File: config.mk
export PLATFORM = sky130hd
export DESIGN_NAME = decode_regfile_fwd
export DESIGN_NICKNAME = d
export VERILOG_FILES = /design/src/rtl/decode_regfile_fwd.sv
export SDC_FILE = /design/constraint.sdc
export NUM_CORES = 1
export LEC_CHECK = 0
export CAP_MARGIN = 25
export CORE_ASPECT_RATIO = 0.6
export CORE_MARGIN = 4
export CORE_UTILIZATION = 65
export DETAILED_ROUTE_END_ITERATION = 6
export DONT_BUFFER_PORTS = 1
export PLACE_DENSITY = 0.81
export SLEW_MARGIN = 20
export SYNTH_ARGS = -nofsm -noshare
export SYNTH_HDL_FRONTEND = slang
export SYNTH_SLANG_ARGS = --single-unit
File: constraint.sdc
create_clock -name clk -period 7.56 [get_ports clk]
set_input_delay 1.512 -clock clk [delete_from_list [all_inputs] [get_ports clk]]
set_output_delay 1.512 -clock clk [all_outputs]
set_load 0.01 [all_outputs]
File: src/rtl/decode_regfile_fwd.sv
// decode_regfile_fwd: decode-stage register read with youngest-first forwarding, load-use stall and EPC
// Ports: clk/rst (async active-low); rd1_*/rd2_* read selects and consume enables;
//        wr_* writeback; fwd_* packed forwarding entries (index 0 youngest);
//        epc_capture/epc_data/epc_read EPC access; stall_clr clears the stall counter;
//        rd1_data/rd2_data operands, epc, stall, stall_count (saturating), err (illegal select).
module decode_regfile_fwd #(
    parameter int DATA_W   = 16,
    parameter int NREGS    = 8,
    parameter int AW       = 3,
    parameter int NUM_FWD  = 3,
    parameter int ZERO_REG = 0,
    parameter int CNT_W    = 16
) (
    input  logic                      clk,
    input  logic                      rst,
    input  logic [AW-1:0]             rd1_sel,
    input  logic                      rd1_en,
    input  logic [AW-1:0]             rd2_sel,
    input  logic                      rd2_en,
    input  logic                      wr_en,
    input  logic [AW-1:0]             wr_sel,
    input  logic [DATA_W-1:0]         wr_data,
    input  logic [NUM_FWD-1:0]        fwd_valid,
    input  logic [NUM_FWD-1:0]        fwd_ready,
    input  logic [NUM_FWD*AW-1:0]     fwd_sel,
    input  logic [NUM_FWD*DATA_W-1:0] fwd_data,
    input  logic                      epc_capture,
    input  logic [DATA_W-1:0]         epc_data,
    input  logic                      epc_read,
    input  logic                      stall_clr,
    output logic [DATA_W-1:0]         rd1_data,
    output logic [DATA_W-1:0]         rd2_data,
    output logic [DATA_W-1:0]         epc,
    output logic                      stall,
    output logic [CNT_W-1:0]          stall_count,
    output logic                      err
);
    localparam logic [AW:0] NR = (AW + 1)'(NREGS);

    logic [DATA_W-1:0] regs [NREGS];
    logic [DATA_W-1:0] d1, d2;
    logic              hz1, hz2, wr_ok;

    function automatic logic in_range(input logic [AW-1:0] s);
        return {1'b0, s} < NR;
    endfunction

    // Returns {hazard, data}; the descending scan lets the youngest matching entry win.
    function automatic logic [DATA_W:0] lookup(input logic [AW-1:0] s);
        logic [DATA_W:0] r;
        r = {1'b0, (wr_ok && wr_sel == s) ? wr_data : regs[s]};
        for (int i = NUM_FWD - 1; i >= 0; i--)
            if (fwd_valid[i] && fwd_sel[i*AW +: AW] == s)
                r = {~fwd_ready[i], fwd_data[i*DATA_W +: DATA_W]};
        if (!in_range(s) || (ZERO_REG != 0 && s == '0))
            r = '0;
        return r;
    endfunction

    assign wr_ok = wr_en && in_range(wr_sel) && !(ZERO_REG != 0 && wr_sel == '0);

    always_comb begin
        {hz1, d1} = lookup(rd1_sel);
        {hz2, d2} = lookup(rd2_sel);
    end

    assign rd1_data = epc_read ? epc : d1;
    assign rd2_data = d2;
    assign stall    = (rd1_en && hz1 && !epc_read) || (rd2_en && hz2);
    assign err      = (wr_en && !in_range(wr_sel)) ||
                      (rd1_en && !epc_read && !in_range(rd1_sel)) ||
                      (rd2_en && !in_range(rd2_sel));

    always_ff @(posedge clk or negedge rst)
        if (!rst)
            for (int i = 0; i < NREGS; i++) regs[i] <= '0;
        else if (wr_ok)
            regs[wr_sel] <= wr_data;

    always_ff @(posedge clk or negedge rst)
        if (!rst)
            epc <= '0;
        else if (epc_capture)
            epc <= epc_data;

    always_ff @(posedge clk or negedge rst)
        if (!rst)
            stall_count <= '0;
        else if (stall_clr)
            stall_count <= '0;
        else if (stall && !(&stall_count))
            stall_count <= stall_count + 1'b1;
endmodule

Word-level counts from Yosys, hierarchy flattened

Cells that the tools add are included.

Flip-flop bits (word level): 160
Input bits: 112
Output and inout port bits: 66
Word-level logic and storage cells: 67

Add/subtract/negate cells: 1
$lt $le $gt $ge: 4
Eq/ne operators: 8
Muxes and demuxes: 20
Bitwise logic cells: 6
Reductions and logical operators: 18

Operator list:

| cell                                                                         | count |
|---|---|
| 16-bit 2-to-1 mux                                                            | 10 |
| 128-bit bitwise mux                                                          | 1 |
| 17-bit 2-to-1 mux                                                            | 6 |
| 16-bit binary-select mux with 3-bit select                                   | 2 |
| 16-bit demux with 3-bit select                                               | 1 |
| 3-bit equality test                                                          | 8 |
| 16-bit by 1-bit adder with 16-bit output, second input constant              | 1 |
| 16-bit AND reduction                                                         | 1 |
| 1-bit logical AND                                                            | 13 |
| 4-bit greater-or-equal comparator, second input constant                     | 3 |
| 3-bit inverter with 4-bit output                                             | 3 |
| 4-bit by 1-bit less-than comparator with 1-bit output, second input constant | 1 |
| 1-bit inverter                                                               | 3 |
| 1-bit logical NOT                                                            | 2 |
| 2-bit nonzero test                                                           | 1 |
| 1-bit logical OR                                                             | 1 |

Depth between registers and ports, before layout

Word-level depth: 14
Mapped depth: 9
Gate-level depth less buffers: 7

Worst setup path after synthesis

OpenSTA, ideal clock, no wires.

Path type: input port to output port
From: in rd2_sel[0]
To: out rd2_data[2]
Data arrival time: 3.111 ns
Required time: 6.048 ns
Setup slack: 2.937 ns
Stages on the path: 9
Path buffers: 3
Cell sequence: buf_2 buf_2 xnor2_1 nand4_1 clkbuf_1 nor2_1 a211oi_1 a21oi_1 a21oi_1

Word-level cells in the longest chain between the ends: 8
Elaborated cells on any way between the ends: 16
Classes of those cells: 4 x eq/ne; 7 x mux; 1 x bitwise; 4 x reduce/logical

Ends and longest elaborated chain:

| element                                                | RTL line | text |
|---|---|---|
| start: declaration                                     | 18       | `input logic [AW-1:0] rd2_sel,` |
| 3-bit inverter with 4-bit output (implied by the code) | 51       | `r = {1'b0, (wr_ok && wr_sel == s) ? wr_data : regs[s]};` |
| 16-bit binary-select mux with 3-bit select             | 51       |  |
| 16-bit 2-to-1 mux (implied by the code) (2 in series)  | 51       |  |
| 16-bit 2-to-1 mux                                      | 51       |  |
| 17-bit 2-to-1 mux (2 in series)                        | 53       | `if (fwd_valid[i] && fwd_sel[i*AW +: AW] == s)` |
| 17-bit 2-to-1 mux *                                    | 53       |  |
| end: declaration                                       | 32       | `output logic [DATA_W-1:0] rd2_data,` |

Every way passes the cells marked *; elsewhere a longest branch is shown, timed or not. The select of a mux whose other input is x is not followed.

Worst setup path after layout

From: in rd1_sel[0]
To: out rd1_data[0]

Word-level cells in the longest chain between the ends: 9
Elaborated cells on any way between the ends: 17
Classes of those cells: 4 x eq/ne; 8 x mux; 1 x bitwise; 4 x reduce/logical

Ends and longest elaborated chain:

| element                                                | RTL line | text |
|---|---|---|
| start: declaration                                     | 16       | `input logic [AW-1:0] rd1_sel,` |
| 3-bit inverter with 4-bit output (implied by the code) | 51       |  |
| 16-bit binary-select mux with 3-bit select             | 51       |  |
| 16-bit 2-to-1 mux (implied by the code) (2 in series)  | 51       |  |
| 16-bit 2-to-1 mux                                      | 51       |  |
| 17-bit 2-to-1 mux (2 in series)                        | 53       |  |
| 17-bit 2-to-1 mux *                                    | 53       |  |
| 16-bit 2-to-1 mux *                                    | 67       | `assign rd1_data = epc_read ? epc : d1;` |
| end: declaration                                       | 31       | `output logic [DATA_W-1:0] rd1_data,` |

Marked as above.

==> flow_metrics.py <==
metrics = {
    "logic_synthesis": {
        "syn_area_per_cell_um2": 11.8,
        "synth_warnings": 0,
        "synthAdderAreaFrac": 0.00126,
        "synth_cell_types": 43,
        "ys_ff_latch": 160,
        "synth_compound_area_frac": 0.113,
        "yosysTopAreaCell": "dfrtp_1",
        "syn_inst": 840,
        "synth_mux_area_frac": 0.346,
        "ys_seq_area_frac": 0.405,
        "synth_edf_count": 0,
        "async_flop_share": 1.00,
        "synthSimpleGateAreaFrac": 0.0736,
        "synth-xor-area-share": 0.0220,
        "synth_fp_nets": 953,
        "synth.top_cell.area_share": 0.405,
        "synth_area_leaders": "dfrtp_1, mux2_2, mux4_2",
        "synth_area_um2": 9890,
        "synth_top_family_by_area": "multiplexers",
        "ys.flop_type": "dfrtp_1",
    },
    "pwr": {
        "vdd_drop_max_uv": 162,
        "p_leak_nw": 4.07,
        "combPwrFrac": 0.234,
        "switchingPower_w": 0.000773,
        "seq_power_share": 0.446,
        "switching_share": 0.299,
        "pwr-share-clk": 0.320,
        "p_int_w": 0.00181,
        "p_total_w": 0.00259,
        "powerDensity_nw_per_um2": 246,
    },
    "setup_path": {
        "rrSetupSlack_ns": 4.96,
        "cp-start-kind": "input port",
        "cp_common_cell": "o21ai_0",
        "cp_max_fo": 36,
        "critPathKind": "in -> out",
        "cp_top_family": "compound AO/OA/AOI/OAI gates",
        "max_stage_delay_ns": 0.92,
        "crit_required_ns": 6.05,
        "cp_slowest_cell": "nand4bb_1",
        "endpoint_kind": "output port",
        "crit_path_cell_trace": "xor2_1 > nand4bb_1 > o21ai_0 > a21oi_1 > a211oi_1 > o21ai_0",
        "path_buf_inv": 0,
        "crit_arrival_ns": 3.72,
    },
    "sta": {
        "finalSetupTns_ns": 0,
        "worst_pin_slew_ns": 1.07,
        "rsz0062_at_grt": "false",
        "slew_headroom": 0.281,
        "setup_violations": 0,
        "finalHoldViolCount": 0,
        "slew_violations": 0,
        "fin_crit_sh": 0.692,
        "layout_min_cycle_time_ns": 5.23,
        "clock_skew_ns": 0.0116,
        "fin_hold_ws_ns": 0.530,
        "fmax_mhz": 191,
    },
    "finish": {
        "nets": 906,
        "multiInputGateArea_um2": 5570,
        "fillers": 1006,
        "layout-drive-gt1-share": 0.335,
        "area_growth_syn_to_layout_pct": 6.16,
        "n_antenna_cell": 0,
        "final_cells": 1004,
        "final-seq-area_um2": 4000,
        "utilization": 0.716,
    },
    "clock_network": {
        "numCtsBuffers": 17,
        "cts_hold_buf": 0,
        "post_cts.repair.setup_buffers": 0,
        "clkTransAtPathRegs_ns": 0.07,
        "clock_latency_ns": 0.44,
        "cts_tree": "done",
        "cts_buffer_depth": 2,
        "clock-sinks": 160,
        "ctsRootBufferMaster": "clkbuf_16",
        "postCtsResizedCells": 0,
        "cts_max_level": 4,
    },
    "global_routing": {
        "grt_pass1_vias": 7649,
        "grt_max_degree": 161,
        "grt_pass1_wl_um": 45200,
        "track_usage": 0.340,
        "grt_antenna_before_repair": 0,
        "grt-ovfl-total": 0,
    },
    "placed_design": {
        "place_inst": 972,
        "place.port_buffers": 0,
        "post-dp-hpwl_um": 20400,
        "gp_congestion": 0.993,
    },
    "floorplanning": {
        "num_rows": 34,
        "die_w_um": 167,
        "core-area_um2": 14700,
        "start_util": 0.674,
        "io_pins": 178,
        "die_h_um": 104,
        "dieArea_um2": 17300,
    },
    "detailed_routing": {
        "drt-total-wl_um": 29900,
        "drt-initial-drc-count": 775,
        "dr.pass1.iters": 5,
        "antenna_left": 0,
        "vias": 7529,
        "wire_per_inst_um": 29.8,
        "vias_per_cell": 7.50,
        "drc": 0,
    },
    "run": {
        "max_cap_viol_count": 0,
    },
    "run_status": {
        "status": "completed",
    },
    "worst_hold_path": {
        "hold_class": "reg -> reg",
    },
}
## kinds of logic after synthesis
logic type,Yosys count
muxes,244
and+or+nand+nor,135
DFF,160
other,1
adders and majority gates,1
xor gates and xnor gates,24
AOI/OAI and AO/OA,191
buffers and inverters,84
## per-stage QoR
stage / setup WS (ns) / instance area (µm²)
floorplan: 2.94 / 9890
global placement: 2.49 / 9920
detailed placement: 2.39 / 9940
CTS: 2.39 / 10500
global route: 2.23 / 10500
finish: 2.33 / 10500
## layer usage
| metal | vias to the layer above | track usage | routed length, µm |
|---|---|---|---|
| li1 | 3120 | - | - |
| met1 | 3888 | 0.446 | 11500 |
| met2 | 452 | 0.528 | 14000 |
| met3 | 69 | 0.107 | 3250 |
| met4 | 0 | 0.148 | 1160 |
| met5 | - | 0 | 0 |
## worst paths after layout
check                             endpoint      startpoint  cells past startpoint
min                              regs[121]       regs[121]                      1
min reg2reg                      regs[121]       regs[121]                      1
max reg2reg                stall_count[15]  stall_count[3]                      7
min in group asynchronous         regs[17]             rst                      0
max in group asynchronous           epc[6]             rst                      0
max                            rd1_data[0]      rd1_sel[0]                      6
## synth_stat cells (9+ instances only)
library cell  instances
a211oi_1             33
a21oi_1              76
buf_2                10
clkbuf_1             46
clkbuf_2             13
dfrtp_1             160
mux2_2              148
mux2i_1              32
mux4_2               64
nand2_1              29
nand3_1               9
nor2_1               42
nor3_1               11
o21ai_0              51
o22ai_1              16
o31ai_1              10
or4_1                 9
xnor2_1              10
xor2_1               13
## sequential cells by signal, indices dropped and copies added, names as in the netlist
register,flops
epc,16
regs,128
stall_count,16
## cell type report
type	instances	share of cell area
Clock inverter	13	0.0111
Tap cell	198	0.0236
Clock buffer	19	0.0422
Timing Repair Buffer	14	0.0107
Multi-Input combinational cell	596	0.530
Sequential cell	160	0.381
Inverter	4	0.00143
## cells in the final DEF (no fill, tap or decap), types with 6 or more instances in the layout
cell,synthesis,routed
o22ai_1,16,16
clkbuf_16,0,17
a211oi_1,33,33
dfrtp_1,160,160
buf_4,3,12
o21ai_0,51,51
nand3_1,9,9
mux2_2,148,148
inv_6,0,7
xnor2_1,10,10
nor3_1,11,6
mux2i_1,32,32
or4_1,9,9
o31ai_1,10,10
nand2_1,29,29
a21oi_1,76,76
nor2_1,42,42
mux4_2,64,64
xor2_1,13,13
nand4_1,6,6
## power groups by stage
| stage | clock, W | sequential (W) | combinational [W] |
|---|---|---|---|
| finish | 0.000828 | 0.00115 | 0.000606 |
| global route | 0.000875 | 0.00117 | 0.000643 |
| CTS | 0.000831 | 0.00115 | 0.000603 |
| detailed placement | 0 | 0.00116 | 0.000599 |
| global placement | 0 | 0.00114 | 0.000572 |
| floorplan | 0 | 0.00111 | 0.000529 |
Note: power is estimated with default switching activity, not from simulation.
